File: src/rtl/fpu_div_ctrl.sv
// fpu_div_ctrl: accepts an IEEE-754 single-precision operand pair, resolves
// special operands locally, otherwise drives the iterative fraction divider
// core and rounds (nearest-even) and packs its x.xxx quotient.
module fpu_div_ctrl #(
  parameter int          EXP_BIAS = 127,
  parameter logic [31:0] QNAN     = 32'h7FC00000
) (
  input  logic        clk,
  input  logic        rst,
  input  logic        in_valid,
  output logic        in_ready,
  input  logic [31:0] a_fp,
  input  logic [31:0] b_fp,
  output logic [31:0] div_a,
  output logic [31:0] div_b,
  output logic        div_start,
  input  logic        div_ready,
  input  logic [31:0] div_q,
  output logic        out_valid,
  input  logic        out_ready,
  output logic [31:0] result,
  output logic [4:0]  flags
);

  typedef enum logic [2:0] {IDLE, START, WAIT, ROUND, DONE} state_t;

  localparam logic signed [9:0] BIAS = 10'(EXP_BIAS);

  state_t state, state_nxt;

  logic [7:0]  a_exp, b_exp;
  logic [22:0] a_frac, b_frac;
  logic        a_zero, b_zero, a_inf, b_inf, a_nan, b_nan, sign_in;
  logic        special;
  logic [31:0] spec_result;
  logic [4:0]  spec_flags;

  // operands held for the rounding step
  logic        sign_r;
  logic [7:0]  ea_r, eb_r;
  logic [31:0] q_r;

  assign a_exp   = a_fp[30:23];
  assign b_exp   = b_fp[30:23];
  assign a_frac  = a_fp[22:0];
  assign b_frac  = b_fp[22:0];
  assign sign_in = a_fp[31] ^ b_fp[31];
  // exponent field 0 flushes to zero whatever the fraction holds
  assign a_zero  = (a_exp == 8'd0);
  assign b_zero  = (b_exp == 8'd0);
  assign a_inf   = (a_exp == 8'hFF) && (a_frac == 23'd0);
  assign b_inf   = (b_exp == 8'hFF) && (b_frac == 23'd0);
  assign a_nan   = (a_exp == 8'hFF) && (a_frac != 23'd0);
  assign b_nan   = (b_exp == 8'hFF) && (b_frac != 23'd0);

  // Normalise the core quotient, round to nearest-even, detect range
  // limits and pack. Returns {flags, result}.
  function automatic logic [36:0] round_pack(input logic        sign,
                                             input logic [7:0]  ea,
                                             input logic [7:0]  eb,
                                             input logic [31:0] q);
    logic signed [9:0] e;
    logic [23:0]       mant;
    logic              guard, sticky, round_up;
    logic [24:0]       mant_inc;
    logic [31:0]       res;
    logic [4:0]        flg;
    e = $signed({2'b00, ea}) - $signed({2'b00, eb}) + BIAS;
    if (q[31]) begin
      mant   = q[31:8];
      guard  = q[7];
      sticky = |q[6:0];
    end else begin
      mant   = q[30:7];
      guard  = q[6];
      sticky = |q[5:0];
      e      = e - 10'sd1;
    end
    round_up = guard & (sticky | mant[0]);
    mant_inc = {1'b0, mant} + {24'd0, round_up};
    if (mant_inc[24]) begin
      mant = 24'h800000;
      e    = e + 10'sd1;
    end else begin
      mant = mant_inc[23:0];
    end
    if (e >= 10'sd255) begin
      res = {sign, 8'hFF, 23'd0};
      flg = 5'b00101;
    end else if (e <= 10'sd0) begin
      res = {sign, 31'd0};
      flg = 5'b00011;
    end else begin
      res = {sign, e[7:0], mant[22:0]};
      flg = {4'b0000, guard | sticky};
    end
    return {flg, res};
  endfunction

  // Special-operand decision, evaluated against the offered operand pair
  always_comb begin
    special     = 1'b1;
    spec_result = '0;
    spec_flags  = '0;
    if (a_nan || b_nan || (a_zero && b_zero) || (a_inf && b_inf)) begin
      spec_result = QNAN;
      spec_flags  = 5'b10000;
    end else if (b_zero) begin
      spec_result = {sign_in, 8'hFF, 23'd0};
      spec_flags  = 5'b01000;
    end else if (a_inf) begin
      spec_result = {sign_in, 8'hFF, 23'd0};
    end else if (a_zero || b_inf) begin
      spec_result = {sign_in, 31'd0};
    end else begin
      special = 1'b0;
    end
  end

  // Next-state and handshake outputs decoded from the current state
  always_comb begin
    state_nxt = state;
    in_ready  = 1'b0;
    div_start = 1'b0;
    out_valid = 1'b0;
    case (state)
      IDLE: begin
        in_ready = 1'b1;
        if (in_valid) state_nxt = special ? DONE : START;
      end
      START: begin
        div_start = 1'b1;
        state_nxt = WAIT;
      end
      WAIT:  if (div_ready) state_nxt = ROUND;
      ROUND: state_nxt = DONE;
      DONE: begin
        out_valid = 1'b1;
        if (out_ready) state_nxt = IDLE;
      end
      default: state_nxt = IDLE;
    endcase
  end

  // State register and externally visible data, cleared by reset
  always_ff @(posedge clk or posedge rst) begin
    if (rst) begin
      state  <= IDLE;
      div_a  <= '0;
      div_b  <= '0;
      result <= '0;
      flags  <= '0;
    end else begin
      state <= state_nxt;
      case (state)
        // accept: special results go straight out, others feed the core
        IDLE: if (in_valid) begin
          if (special) begin
            result <= spec_result;
            flags  <= spec_flags;
          end else begin
            div_a <= {1'b1, a_frac, 8'd0};
            div_b <= {1'b1, b_frac, 8'd0};
          end
        end
        // round/pack stage: core quotient becomes the IEEE result
        ROUND: {flags, result} <= round_pack(sign_r, ea_r, eb_r, q_r);
        default: ;
      endcase
    end
  end

  // Internal datapath captures; no reset needed, always written before use
  always_ff @(posedge clk) begin
    if (state == IDLE && in_valid) begin
      sign_r <= sign_in;
      ea_r   <= a_exp;
      eb_r   <= b_exp;
    end
    if (state == WAIT && div_ready) q_r <= div_q;
  end

endmodule

File: config.mk
export PLATFORM = sky130hd
export DESIGN_NAME = fpu_div_ctrl
export DESIGN_NICKNAME = d
export VERILOG_FILES = /design/src/rtl/fpu_div_ctrl.sv
export SDC_FILE = /design/constraint.sdc
export NUM_CORES = 1
export LEC_CHECK = 0
export CAP_MARGIN = 10
export CORE_MARGIN = 4
export CORE_UTILIZATION = 50
export CTS_CLUSTER_SIZE = 14
export DETAILED_ROUTE_END_ITERATION = 8
export PLACE_DENSITY_LB_ADDON = 0.2
export SYNTH_ARGS = -nofsm -noshare
export SYNTH_HDL_FRONTEND = slang
export SYNTH_SLANG_ARGS = --single-unit
File: constraint.sdc
create_clock -name clk -period 7.25 [get_ports clk]
set_input_delay 0.725 -clock clk [delete_from_list [all_inputs] [get_ports clk]]
set_output_delay 0.725 -clock clk [all_outputs]
set_load 0.01 [all_outputs]
Word-level counts from Yosys, hierarchy flattened
Index checks and enable logic that the tools add are counted.
{"block": "op_classes", "add_sub_neg": 5, "n_lt_le_gt_ge": 2, "n_eq_ne": 10, "mux": 39, "bitwise_logic": 5, "n_reduce_logical": 25}
{"op": "$mux W32", "count": 6}
{"op": "$pmux W32 S2", "count": 1}
{"op": "$mux W31", "count": 2}
{"op": "$mux W24", "count": 2}
{"op": "$logic_not A23 Y1", "count": 2}
{"op": "$reduce_bool A23 Y1", "count": 2}
{"op": "$mux W10", "count": 4}
{"op": "$add A24 B1 Y25", "count": 1}
{"op": "$mux W23", "count": 1}
{"op": "$eq A8 B8 Y1 const B", "count": 2}
{"op": "$logic_not A8 Y1", "count": 2}
{"op": "$mux W3", "count": 5}
{"op": "$mux W5", "count": 3}
{"op": "$pmux W3 S5", "count": 1}
{"op": "$mux W1", "count": 11}
{"op": "$add A10 B2 Y10 const B", "count": 1}
{"op": "$add A9 B8 Y10 const B", "count": 1}
{"op": "$ge A10 B9 Y1 const B", "count": 1}
{"op": "$le A10 B1 Y1 const B", "count": 1}
{"op": "$pmux W5 S2", "count": 1}
{"op": "$sub A10 B2 Y10 const B", "count": 1}
{"op": "$reduce_and A3 Y1", "count": 3}
{"op": "$sub A8 B8 Y9", "count": 1}
{"op": "$logic_and A1 B1 Y1", "count": 8}
{"op": "15 further kinds", "count": 23}
{"block": "word_totals", "register_bits": 137, "input_bits": 101, "output_inout_bits": 104, "word_cells": 95}

Depth between registers and ports, before layout
{"block": "logic_depth", "depth_word": 12, "depth_mapped": 19}

Least setup slack after synthesis
No wires, ideal clock.
{"block": "synth_timing", "path_type": "register to register", "startpoint": "reg q_r[31]", "endpoint": "reg result[0]", "setup_time_ns": 0.065, "arrival_ns": 4.253, "path_slack_ns": 2.932, "stages_incl_launch_ff": 20, "n_path_buf": 5, "path_cell_list": "edfxtp_1 > buf_6 > buf_2 > buf_1 > clkbuf_1 > o21ai_0 > a21oi_1 > ha_1 > ha_1 > nand2_1 > a2111oi_4 > nand4_4 > nor2_2 > and4b_1 > nand2_1 > a2bb2oi_1 > xor2_1 > nor4b_4 > buf_6 > a22o_1"}
{"block": "synth_via", "elab_chain_len": 11}
{"element": "start: declaration", "line_no": "41", "rtl": "logic [31:0] q_r;"}
{"element": "start signal: assignment", "line_no": "180", "rtl": "if (state == WAIT && div_ready) q_r <= div_q;"}
{"element": "$mux W1 / $mux W24 (equally long branches)", "line_no": "69", "rtl": "if (q[31]) begin"}
{"element": "$mux W1 / $mux W24 (equally long branches)", "line_no": "155", "rtl": "case (state)"}
{"element": "$or A1 B1 Y1", "line_no": "79", "rtl": "round_up = guard & (sticky | mant[0]);"}
{"element": "$and A1 B1 Y1", "line_no": "79"}
{"element": "$add A24 B1 Y25", "line_no": "80", "rtl": "mant_inc = {1'b0, mant} + {24'd0, round_up};"}
{"element": "$mux W10", "line_no": "81", "rtl": "if (mant_inc[24]) begin"}
{"element": "$mux W10", "line_no": "155"}
{"element": "$le A10 B1 Y1", "line_no": "90", "rtl": "end else if (e <= 10'sd0) begin"}
{"element": "$mux W31", "line_no": "90"}
{"element": "$mux W31 (*)", "line_no": "87", "rtl": "if (e >= 10'sd255) begin"}
{"element": "$pmux W32 S2 (*)", "line_no": "155"}
{"element": "end signal: assignment", "line_no": "159", "rtl": "result <= spec_result;"}
{"element": "end signal: assignment", "line_no": "167", "rtl": "ROUND: {flags, result} <= round_pack(sign_r, ea_r, eb_r, q_r);"}
{"element": "end: declaration", "line_no": "21", "rtl": "output logic [31:0] result,"}
Mark *: on every way between the ends. The rest lies on a longest branch, timed or not. The select of a mux whose other input is x is not followed.
A chain may end at the register's enable or synchronous reset.

Worst setup path in the final report
{"block": "layout_timing", "startpoint": "reg q_r[31]", "endpoint": "reg result[21]"}
Same word-level chain as after synthesis.

==> impl_metrics.ini <==
[flow_run]
maxCapViolations = 0

[synth]
synth_cells = 652
post_synth.cell_area_avg_sq_um = 11.5
synth-main-ff-cell = sky130_fd_sc_hd__dfrtp_1
yosysUniqueCellTypes = 78
synthArstFlopShare_pct = 64.0
postSynthRegisterBits = 136
synth.yosys.warnings = 0
seq_area_frac_synth_pct = 48.6
number_of_enable_flip_flop_cells_after_synthesis = 49
syn_area_sq_mm = 0.00751

[min_path]
hold_path_startpoint = flags[1]
min_to = flags[1]
worstHoldPathType = reg2reg
timing.hold.worst_path_depth = 2

[floorplan]
fp.dieH_um = 131
row_count = 44
io_pins = 205
floorplan.core_area_sq_mm = 0.0146
initial_core_util_pct = 51.3
die-width_um = 131
die_area_sq_mm = 0.0171

[detailed_routing]
routed-via-count = 5807
post-route-drc-count = 0
routed_wl_um = 19700
dr.first_iter.drc_count = 368
ant_nets = 0
detail_route.first_pass.iterations = 5
vias_per_cell = 5.61
route.detailed.wl_per_inst_um = 19.0

[clocking]
cts-buffers-inserted = 17
hold_buffers = 0
htree_num_levels = 4
cts_root_buf = sky130_fd_sc_hd__clkbuf_16
clock_tree.buffer_depth = 2
path_clk_slew_ns = 0.06
clock_sinks = 136
clkLatencyLatePin_ns = 0.42
number_of_gates_given_a_new_drive_strength_after_cts = 0
cts_setup_buffers = 0
tritoncts = built

[placed_design]
io_buffer_count = 188
routabilityCongestion = 0.889
dp.final_hpwl_um = 14900
placed_cells = 1002

[worst_setup_path]
worst-endpoint-required_ns = 7.60
crit_fanout = 36
critical_path.startpoint_type = register
timing.critical_path.to_type = register
worstPathArrival_ns = 5.11
reg2reg_depth = 14
regToRegSetupSlack_ns = 2.49
r2r_end = result[21]
regToRegStartpoint = q_r[31]
worst-setup-path-type = reg2reg

[sta]
setup_viol = 0
clock-skew-final_ns = 0.00826
slew-limit-headroom_pct = 26.7
final_report_hold_violation_count = 0
period_share_pct = 65.6
period_needed_ns = 4.76
setup_total_negative_slack_ns = 0
fmax_ghz = 0.210
number_of_pins_exceeding_their_max_slew_limit_in_the_final_report = 0
timing_worst_slew_pin_value_ns = 1.09
unrepaired_setup_endpoints_after_global_routing = no

[global_route]
grt_start_max_net_pins = 88
number_of_antenna_violations_at_the_first_check_in_global_routing = 0
globalRoute.totalOverflow = 0
grt_pass1_vias = 5880
grt_first_pass_wirelength_um = 30400
grt_util_all_layers_pct = 23.0

[finish]
finish.cell_count_without_fillers = 1035
final_util_pct = 69.0
area_growth_syn_to_layout_pct = 34.5
filler_cell_count = 1087
post_route_cells_drive_above_1_share_pct = 14.8
finalNetCount = 953
antennaDiodeCount = 0

[power_and_ir_drop]
power_density_relative_to_cell_area_mw_per_mm2 = 419
p_leak_nw = 3.97
vdd_drop_max_mv = 0.240

[status]
run_status = finished, final reports clean
-- worst max-delay path by stage --
stage | from | to | slack (ns) | depth (start not counted)
finish | q_r[31] | result[21] | 2.49 | 14
global route | q_r[31] | result[21] | 2.17 | 14
CTS | q_r[31] | result[21] | 2.55 | 14
detailed placement | q_r[31] | result[21] | 2.58 | 14
global placement | q_r[31] | result[21] | 2.92 | 14
floorplan | q_r[31] | result[0] | 2.93 | 19
-- flip-flops by register name, summed over array words and instances, names as in the netlist --
| signal | cells |
|---|---|
| q_r | 32 |
| result | 32 |
| div_b | 24 |
| div_a | 23 |
| ea_r | 8 |
| eb_r | 8 |
| flags | 5 |
| state | 3 |
| sign_r | 1 |
-- cell families (layout without fill, tap and decap cells) --
group / after synthesis / after routing / share of synthesized area, %
compound gates: 116 / 116 / 11.9
simple gates: 195 / 195 / 14.5
flops: 136 / 136 / 48.6
buf+inv: 64 / 248 / 4.48
fa+ha+maj: 14 / 14 / 2.43
xor+xnor: 61 / 61 / 8.61
other cells: 1 / 16 / 0.0499
mux: 65 / 65 / 9.56
-- final cells by class --
cell class                 count  area, sq um  area share, %
sequential                   136         3650           36.1
multi-input combinational    467         3600           35.6
timing repair buffer         195         1950           19.3
clock buffer                  23          510           5.05
tap                          184          230           2.28
clock inverter                 9         83.8          0.830
inverter                      21         80.1          0.792
-- worst max-delay path, cell delays in order, from the launching register on --
cell and delay (ns):
sky130_fd_sc_hd__edfxtp_1 0.65, sky130_fd_sc_hd__buf_4 0.47, sky130_fd_sc_hd__mux2_2 0.24, sky130_fd_sc_hd__ha_1 0.17, sky130_fd_sc_hd__ha_1 0.21, sky130_fd_sc_hd__nand2_1 0.13
sky130_fd_sc_hd__a2111oi_4 0.48, sky130_fd_sc_hd__nand4b_1 0.37, sky130_fd_sc_hd__or3_4 0.46, sky130_fd_sc_hd__nor2_2 0.15, sky130_fd_sc_hd__a31oi_1 0.33, sky130_fd_sc_hd__nor2_1 0.24
sky130_fd_sc_hd__nor4b_4 0.23, sky130_fd_sc_hd__buf_4 0.34, sky130_fd_sc_hd__a32o_1 0.22
-- cells in the final DEF, fill, tap and decap left out, types with 4 or more instances in the layout --
| master | instances |
|---|---|
| sky130_fd_sc_hd__a21oi_1 | 23 |
| sky130_fd_sc_hd__a22o_1 | 22 |
| sky130_fd_sc_hd__nor4_1 | 19 |
| sky130_fd_sc_hd__nor3_1 | 16 |
| sky130_fd_sc_hd__nand2_1 | 50 |
| sky130_fd_sc_hd__nand2b_1 | 6 |
| sky130_fd_sc_hd__buf_4 | 6 |
| sky130_fd_sc_hd__a311oi_1 | 5 |
| sky130_fd_sc_hd__and3_1 | 9 |
| sky130_fd_sc_hd__edfxtp_1 | 49 |
| sky130_fd_sc_hd__ha_1 | 13 |
| sky130_fd_sc_hd__nand4_1 | 12 |
| sky130_fd_sc_hd__nand3_1 | 12 |
| sky130_fd_sc_hd__o21ai_0 | 18 |
| sky130_fd_sc_hd__a21o_1 | 7 |
| sky130_fd_sc_hd__mux2i_1 | 14 |
| sky130_fd_sc_hd__xnor2_2 | 5 |
| sky130_fd_sc_hd__nor3b_1 | 4 |
| sky130_fd_sc_hd__nor3_2 | 5 |
| sky130_fd_sc_hd__xor2_1 | 21 |
| sky130_fd_sc_hd__nor2_1 | 34 |
| sky130_fd_sc_hd__o2111ai_1 | 4 |
| sky130_fd_sc_hd__clkdlybuf4s50_1 | 188 |
| sky130_fd_sc_hd__dfrtp_1 | 87 |
| sky130_fd_sc_hd__conb_1 | 16 |
| sky130_fd_sc_hd__inv_1 | 20 |
| sky130_fd_sc_hd__clkbuf_16 | 19 |
| sky130_fd_sc_hd__xnor2_1 | 29 |
| sky130_fd_sc_hd__mux2_2 | 50 |
| sky130_fd_sc_hd__nor2b_1 | 5 |
-- metrics by stage --
| step | setup slack [ns] | power, W | instance area [sq um] | hold WS, ns |
|---|---|---|---|---|
| floorplan | 2.93 | 0.00257 | 7570 | 0.479 |
| global placement | 2.92 | 0.00332 | 9480 | 0.467 |
| detailed placement | 2.58 | 0.00337 | 9480 | 0.468 |
| CTS | 2.55 | 0.00425 | 10100 | 0.486 |
| global route | 2.17 | 0.00447 | 10100 | 0.512 |
| finish | 2.49 | 0.00423 | 10100 | 0.480 |
-- routing by layer --
metal,vias up,track usage [%],wire length (um)
li1,2746,-,-
met1,2838,29.3,8110
met2,202,37.9,9950
met3,21,7.07,1370
met4,0,6.96,260
met5,-,0,0
-- power breakdown --
part / switching (W) / internal [W] / leakage [nW]
clock: 0.000332 / 0.000531 / 0.287
sequential: 0.000185 / 0.00110 / 1.52
combinational: 0.00105 / 0.00104 / 2.16
-- Yosys cell counts (4+ instances only) --
| cell | n | area, sq um |
|---|---|---|
| sky130_fd_sc_hd__a21o_1 | 7 | 52.6 |
| sky130_fd_sc_hd__a21oi_1 | 23 | 115 |
| sky130_fd_sc_hd__a22o_1 | 22 | 193 |
| sky130_fd_sc_hd__a311oi_1 | 5 | 43.8 |
| sky130_fd_sc_hd__and3_1 | 9 | 56.3 |
| sky130_fd_sc_hd__buf_4 | 17 | 128 |
| sky130_fd_sc_hd__buf_6 | 4 | 45.0 |
| sky130_fd_sc_hd__clkbuf_1 | 18 | 67.6 |
| sky130_fd_sc_hd__dfrtp_1 | 87 | 2180 |
| sky130_fd_sc_hd__edfxtp_1 | 49 | 1470 |
| sky130_fd_sc_hd__ha_1 | 13 | 163 |
| sky130_fd_sc_hd__inv_1 | 21 | 78.8 |
| sky130_fd_sc_hd__mux2_2 | 50 | 563 |
| sky130_fd_sc_hd__mux2i_1 | 14 | 140 |
| sky130_fd_sc_hd__nand2_1 | 51 | 191 |
| sky130_fd_sc_hd__nand2b_1 | 6 | 37.5 |
| sky130_fd_sc_hd__nand3_1 | 12 | 60.1 |
| sky130_fd_sc_hd__nand4_1 | 12 | 75.1 |
| sky130_fd_sc_hd__nor2_1 | 34 | 128 |
| sky130_fd_sc_hd__nor2b_1 | 5 | 31.3 |
| sky130_fd_sc_hd__nor3_1 | 18 | 90.1 |
| sky130_fd_sc_hd__nor3b_1 | 4 | 30.0 |
| sky130_fd_sc_hd__nor4_1 | 19 | 119 |
| sky130_fd_sc_hd__o2111ai_1 | 4 | 35.0 |
| sky130_fd_sc_hd__o21ai_0 | 18 | 90.1 |
| sky130_fd_sc_hd__xnor2_1 | 29 | 254 |
| sky130_fd_sc_hd__xnor2_2 | 5 | 81.3 |
| sky130_fd_sc_hd__xor2_1 | 21 | 184 |
Note: power is estimated with default switching activity, not from simulation.
